==> src/rtl/fp_multiplier_pipe.sv <==
// Three-stage pipelined floating-point multiplier with valid/ready flow control,
// round-to-nearest-even, flush-to-zero denormals and IEEE-style status flags.
module fp_multiplier_pipe #(
  parameter int EXP_W = 8,
  parameter int MAN_W = 23
) (
  input  logic                       clk,
  input  logic                       rst,
  input  logic                       in_valid,
  output logic                       in_ready,
  input  logic [1+EXP_W+MAN_W-1:0]   a,
  input  logic [1+EXP_W+MAN_W-1:0]   b,
  output logic                       out_valid,
  input  logic                       out_ready,
  output logic [1+EXP_W+MAN_W-1:0]   out_data,
  output logic [3:0]                 out_flags
);
  localparam int W  = 1 + EXP_W + MAN_W;
  localparam int EW = EXP_W + 2;
  localparam int PW = 2 * MAN_W + 2;
  localparam logic signed [EW-1:0] BIAS = EW'((1 << (EXP_W - 1)) - 1);
  localparam logic signed [EW-1:0] EMAX = EW'((1 << EXP_W) - 1);
  localparam logic signed [EW-1:0] EZERO = '0;

  typedef enum logic [1:0] {K_NORM, K_ZERO, K_INF, K_NAN} kind_t;

  function automatic kind_t classify(input logic [EXP_W-1:0] e, input logic [MAN_W-1:0] f);
    if (e == '0)                 return K_ZERO;
    else if (e == '1 && f == '0) return K_INF;
    else if (e == '1)            return K_NAN;
    else                         return K_NORM;
  endfunction

  // Returns {carry, frac}; carry set means the rounded mantissa reached 2.0
  function automatic logic [MAN_W:0] round_rne(input logic [MAN_W-1:0] frac,
                                               input logic guard, input logic sticky);
    return {1'b0, frac} + {{MAN_W{1'b0}}, guard & (sticky | frac[0])};
  endfunction

  logic adv;
  assign adv      = !out_valid | out_ready;
  assign in_ready = adv;

  kind_t ka, kb, kind_s1;
  logic  inv_s1;
  always_comb begin
    ka = classify(a[W-2:MAN_W], a[MAN_W-1:0]);
    kb = classify(b[W-2:MAN_W], b[MAN_W-1:0]);
    inv_s1  = 1'b0;
    kind_s1 = K_NORM;
    if (ka == K_NAN || kb == K_NAN) begin
      kind_s1 = K_NAN;
    end else if ((ka == K_INF && kb == K_ZERO) || (ka == K_ZERO && kb == K_INF)) begin
      kind_s1 = K_NAN;
      inv_s1  = 1'b1;
    end else if (ka == K_INF || kb == K_INF) begin
      kind_s1 = K_INF;
    end else if (ka == K_ZERO || kb == K_ZERO) begin
      kind_s1 = K_ZERO;
    end
  end

  logic                    vld_p0, vld_p1;
  logic                    sign_p0, sign_p1;
  logic signed [EW-1:0]    exp_p0, exp_p1;
  kind_t                   kind_p0, kind_p1;
  logic                    inv_p0, inv_p1;
  logic [MAN_W:0]          man_a_p0, man_b_p0;
  logic [PW-1:0]           prod_p1;
  logic [W-1:0]            res_s3;
  logic [3:0]              flags_s3;

  // Stage 1: unpack, classify, sign and biased exponent sum
  always_ff @(posedge clk) begin
    if (adv) begin
      sign_p0  <= a[W-1] ^ b[W-1];
      exp_p0   <= $signed({2'b00, a[W-2:MAN_W]}) + $signed({2'b00, b[W-2:MAN_W]}) - BIAS;
      kind_p0  <= kind_s1;
      inv_p0   <= inv_s1;
      man_a_p0 <= {1'b1, a[MAN_W-1:0]};
      man_b_p0 <= {1'b1, b[MAN_W-1:0]};
    end
  end

  // Stage 2: mantissa product
  always_ff @(posedge clk) begin
    if (adv) begin
      sign_p1 <= sign_p0;
      exp_p1  <= exp_p0;
      kind_p1 <= kind_p0;
      inv_p1  <= inv_p0;
      prod_p1 <= PW'(man_a_p0) * PW'(man_b_p0);
    end
  end

  // Stage 3: normalise, round, pack, flags
  logic [PW-2:0]        norm;
  logic                 guard, sticky;
  logic [MAN_W:0]       rnd;
  logic signed [EW-1:0] e_n, e_r;
  always_comb begin
    norm   = prod_p1[PW-1] ? prod_p1[PW-2:0] : {prod_p1[PW-3:0], 1'b0};
    guard  = norm[MAN_W];
    sticky = |norm[MAN_W-1:0];
    rnd    = round_rne(norm[PW-2:MAN_W+1], guard, sticky);
    e_n    = exp_p1 + $signed({{(EW-1){1'b0}}, prod_p1[PW-1]});
    e_r    = e_n + $signed({{(EW-1){1'b0}}, rnd[MAN_W]});
    res_s3   = '0;
    flags_s3 = '0;
    case (kind_p1)
      K_NAN: begin
        res_s3   = {1'b0, {EXP_W{1'b1}}, 1'b1, {(MAN_W-1){1'b0}}};
        flags_s3 = {inv_p1, 3'b000};
      end
      K_INF:  res_s3 = {sign_p1, {EXP_W{1'b1}}, {MAN_W{1'b0}}};
      K_ZERO: res_s3 = {sign_p1, {(W-1){1'b0}}};
      default: begin
        if (e_r >= EMAX) begin
          res_s3   = {sign_p1, {EXP_W{1'b1}}, {MAN_W{1'b0}}};
          flags_s3 = 4'b0101;
        end else if (e_r <= EZERO) begin
          res_s3   = {sign_p1, {(W-1){1'b0}}};
          flags_s3 = 4'b0011;
        end else begin
          res_s3   = {sign_p1, e_r[EXP_W-1:0], rnd[MAN_W-1:0]};
          flags_s3 = {3'b000, guard | sticky};
        end
      end
    endcase
  end

  always_ff @(posedge clk or posedge rst) begin
    if (rst) begin
      vld_p0    <= 1'b0;
      vld_p1    <= 1'b0;
      out_valid <= 1'b0;
      out_data  <= '0;
      out_flags <= '0;
    end else if (adv) begin
      vld_p0    <= in_valid;
      vld_p1    <= vld_p0;
      out_valid <= vld_p1;
      out_data  <= res_s3;
      out_flags <= flags_s3;
    end
  end
endmodule
==> config.mk <==
export PLATFORM = sky130hd
export DESIGN_NAME = fp_multiplier_pipe
export DESIGN_NICKNAME = d
export VERILOG_FILES = /design/src/rtl/fp_multiplier_pipe.sv
export SDC_FILE = /design/constraint.sdc
export NUM_CORES = 2
export LEC_CHECK = 0
export ABC_CLOCK_PERIOD_IN_PS = 9200
export BUFFER_PORTS_ARGS = -buffer_cell sky130_fd_sc_hd__clkbuf_2
export CAP_MARGIN = 20
export CORE_UTILIZATION = 60
export CTS_CLUSTER_DIAMETER = 50
export DETAILED_ROUTE_END_ITERATION = 10
export GPL_ROUTABILITY_DRIVEN = 1
export PLACE_DENSITY = 0.76
export RECOVER_POWER = 50
export REMOVE_ABC_BUFFERS = 1
export SLEW_MARGIN = 40
export SYNTH_ARGS = -nofsm -noshare
export SYNTH_HDL_FRONTEND = slang
export SYNTH_SLANG_ARGS = --single-unit
==> constraint.sdc <==
create_clock -name clk -period 9.2 [get_ports clk]
set_input_delay 1.38 -clock clk [delete_from_list [all_inputs] [get_ports clk]]
set_output_delay 1.38 -clock clk [all_outputs]
set_load 0.05 [all_outputs]
==> results.sh <==
export IMPL_worst_pin_slew_ps=3030
export IMPL_drtIter0Drc=1675
export IMPL_setup_viol=0
export IMPL_synthFlopType="edfxtp_1"
export IMPL_grt_max_degree=76
export IMPL_drt_total_wl_um=70000
export IMPL_clock_sinks=161
export IMPL_gr_usage_all_layers_pct=33.9
export IMPL_rsz0062_at_grt="no"
export IMPL_cp_max_fo=16
export IMPL_synthToLayoutAreaGrowth_pct=6.66
export IMPL_viasPerCell=5.80
export IMPL_worst_r2r_path_depth=23
export IMPL_syn_cell_area_um2=25700
export IMPL_grt_pass1_wl_um=111000
export IMPL_dieArea_um2=43700
export IMPL_ant_nets=0
export IMPL_cts_max_level=4
export IMPL_cap_violations=3
export IMPL_hold_depth=0
export IMPL_crit_path_end_kind="register"
export IMPL_layout_commonest_cell="inv_1"
export IMPL_critPathArrivalTime_ps=8410
export IMPL_coreArea_um2=42100
export IMPL_wl_per_cell_um=21.5
export IMPL_cts_buffers=17
export IMPL_gp_congestion=0.965
export IMPL_cpLargestDelayFamily="adder cells"
export IMPL_rows=75
export IMPL_yosys_cell_types_count=67
export IMPL_layout_cells_non_filler=3261
export IMPL_die_y_um=209
export IMPL_cts_resized=0
export IMPL_cts_root_buf="clkbuf_16"
export IMPL_synth_async_reset_ratio_pct=24.2
export IMPL_hold_class="reg -> reg"
export IMPL_num_vias=18926
export IMPL_fmax_mhz=122
export IMPL_crit_chain="clkinv_1, nor2_1, fa_1, fa_1, inv_1, fa_1, inv_1, fa_1, fa_1, fa_1, inv_1, fa_1, inv_1, ha_1, a21oi_1, o21ai_0, a221o_1, a211oi_1, o21ai_1, a41oi_2, nand2b_1, a31oi_1, xnor2_1"
export IMPL_clock_latency_ps=470
export IMPL_hold_end="kind_p1[0]"
export IMPL_reg2reg_slack_ps=990
export IMPL_clk_pin_slew_worst_paths_ps=90
export IMPL_fin_setup_tns_ps=0
export IMPL_die_w_um=209
export IMPL_hold_buffers=0
export IMPL_r2r_start="man_b_p0[8]"
export IMPL_slowest_stage="edfxtp_1"
export IMPL_pin_count=106
export IMPL_slew_headroom_pct=-103
export IMPL_cts_buffer_depth=2
export IMPL_grt_pass1_vias=20506
export IMPL_netlist_instances=2652
export IMPL_crit_required_ps=9400
export IMPL_synth_yosys_seq_area_share_pct=18.0
export IMPL_final_max_slew_viol_count=153
export IMPL_syn_area_per_cell_um2=9.70
export IMPL_skew_ps=25.0
export IMPL_dr_pass1_iters=8
export IMPL_ys_ff_latch=161
export IMPL_yosysWarnings=0
export IMPL_timing_hold_violations_final=0
export IMPL_remaining_drc_errors=0
export IMPL_cts_tree="built"
export IMPL_fin_crit_sh_pct=89.2
export IMPL_violations="max-capacitance violations, max-slew violations"
export IMPL_status="complete, but fails checks"
export IMPL_grt_ovfl_total=0
export IMPL_nets=3451
export IMPL_antenna_found_initial=1
export IMPL_critPathMaxStageDelay_ps=840
export IMPL_initial_utilization_pct=61.1
export IMPL_placed_cells=3227
export IMPL_hpwl_um=57300
export IMPL_period_minus_slack_ps=8210
export IMPL_holdCritStartpoint="kind_p0[0]"
export IMPL_path_buf_inv=5
export IMPL_layout_common_cells="inv_1, fa_1, nand2_1, and2_1, ha_1"
export IMPL_reg2reg_to="prod_p1[40]"
export IMPL_synth_enable_flop_cells=122
export IMPL_path_class="reg -> reg"
export IMPL_startpoint_type="register"
export IMPL_cts_setup_buffers=0
export IMPL_port_buffers=105
export IMPL_path_common_cell="fa_1"
export IMPL_drive_gt1_share_pct=5.70
==> metrics by stage <==
stage          util [%]  setup WS [ps]  cell area [um^2]  hold slack, ps
2_1_floorplan         -           2490             25300             400
3_3_place_gp       63.3           1280             26700             400
3_5_place_dp       64.0           1210             27000             405
4_1_cts            65.3           1160             27500             422
5_1_grt            65.1            608             27400             427
6_report           65.1            990             27400             421
==> worst max path at each step <==
stage / startpoint / cells after the start / end / slack [ps]
after global placement: man_b_p0[8] / 25 / prod_p1[43] / 1280
after floorplan: man_a_p0[17] / 22 / prod_p1[43] / 2490
final: man_b_p0[8] / 23 / prod_p1[40] / 990
after global routing: out_ready / 5 / in_ready / 610
after CTS: man_b_p0[8] / 23 / prod_p1[40] / 1160
after detailed placement: man_b_p0[8] / 25 / prod_p1[43] / 1210
==> kinds of logic (layout without fill, tap and decap cells) <==
family,count (synthesis),after routing,share of synthesized area (%)
xor gates and xnor gates,83,83,2.83
buffers and inverters,704,773,10.3
other,0,1,0
muxes,12,12,0.477
AOI/OAI and AO/OA,233,233,6.28
DFF,161,161,18.0
and+or+nand+nor,784,784,15.1
adders and majority gates,675,675,47.0
==> cell type report <==
class / instances / area, um^2
antenna: 1 / 2.50
sequential: 161 / 4640
timing repair buffer: 155 / 930
clock inverter: 13 / 104
clock buffer: 19 / 443
fill: 3437 / 14700
multi-input combinational: 1787 / 18400
inverter: 586 / 2200
tap: 539 / 674
==> routing by layer <==
metal,up-vias,routed length [um],global-route usage [%]
met5,-,0,0
li1,8218,-,-
met3,250,4680,4.54
met2,882,34400,56.8
met4,0,5050,21.5
met1,9576,25800,41.7
==> flip-flops by register name, indices dropped and copies added (netlist names), 2 cells and up <==
name,flops
kind_p1,2
prod_p1,48
out_data,32
kind_p0,2
out_flags,4
exp_p0,10
man_b_p0,23
exp_p1,10
man_a_p0,23
==> synthesized netlist by cell type (all sizes together), types with 3 or more instances <==
| master | count | share of area, % |
|---|---|---|
| edfxtp | 122 | 14 |
| fa | 484 | 38 |
| mux2i | 10 | 0.39 |
| o31ai | 3 | 0.14 |
| nor2 | 106 | 1.5 |
| inv | 582 | 8.5 |
| nor2b | 10 | 0.25 |
| a211oi | 10 | 0.31 |
| o21ai | 38 | 0.78 |
| nand3 | 31 | 0.60 |
| or4 | 3 | 0.10 |
| dfrtp | 39 | 3.8 |
| xor2 | 34 | 1.2 |
| and3 | 15 | 0.36 |
| clkinv | 4 | 0.058 |
| o21a | 6 | 0.18 |
| o221a | 4 | 0.18 |
| nand2 | 300 | 4.4 |
| nand4 | 20 | 0.49 |
| nor4 | 18 | 0.50 |
| a22o | 23 | 0.78 |
| ha | 191 | 9.3 |
| a21oi | 71 | 1.4 |
| a211o | 4 | 0.14 |
| a31oi | 6 | 0.15 |
| nor3b | 4 | 0.12 |
| clkbuf | 109 | 1.6 |
| nand2b | 7 | 0.17 |
| a21o | 40 | 1.2 |
| and2 | 250 | 6.1 |
| buf | 9 | 0.16 |
| nor3 | 11 | 0.23 |
| xnor2 | 49 | 1.7 |
| a32o | 3 | 0.12 |
| o21bai | 10 | 0.29 |
==> worst register-to-register path: cells and delay by family, from the launching register on <==
kind                       cells  cell delay (ps)
adders and majority gates      8             3800
AOI/OAI and AO/OA              7             1880
buffers and inverters          5              910
DFF                            1              840
and+or+nand+nor                2              460
xor gates and xnor gates       1               80
Power is not shown: default switching activity piles up to over one toggle a cycle in this logic, so the estimate is an artifact.
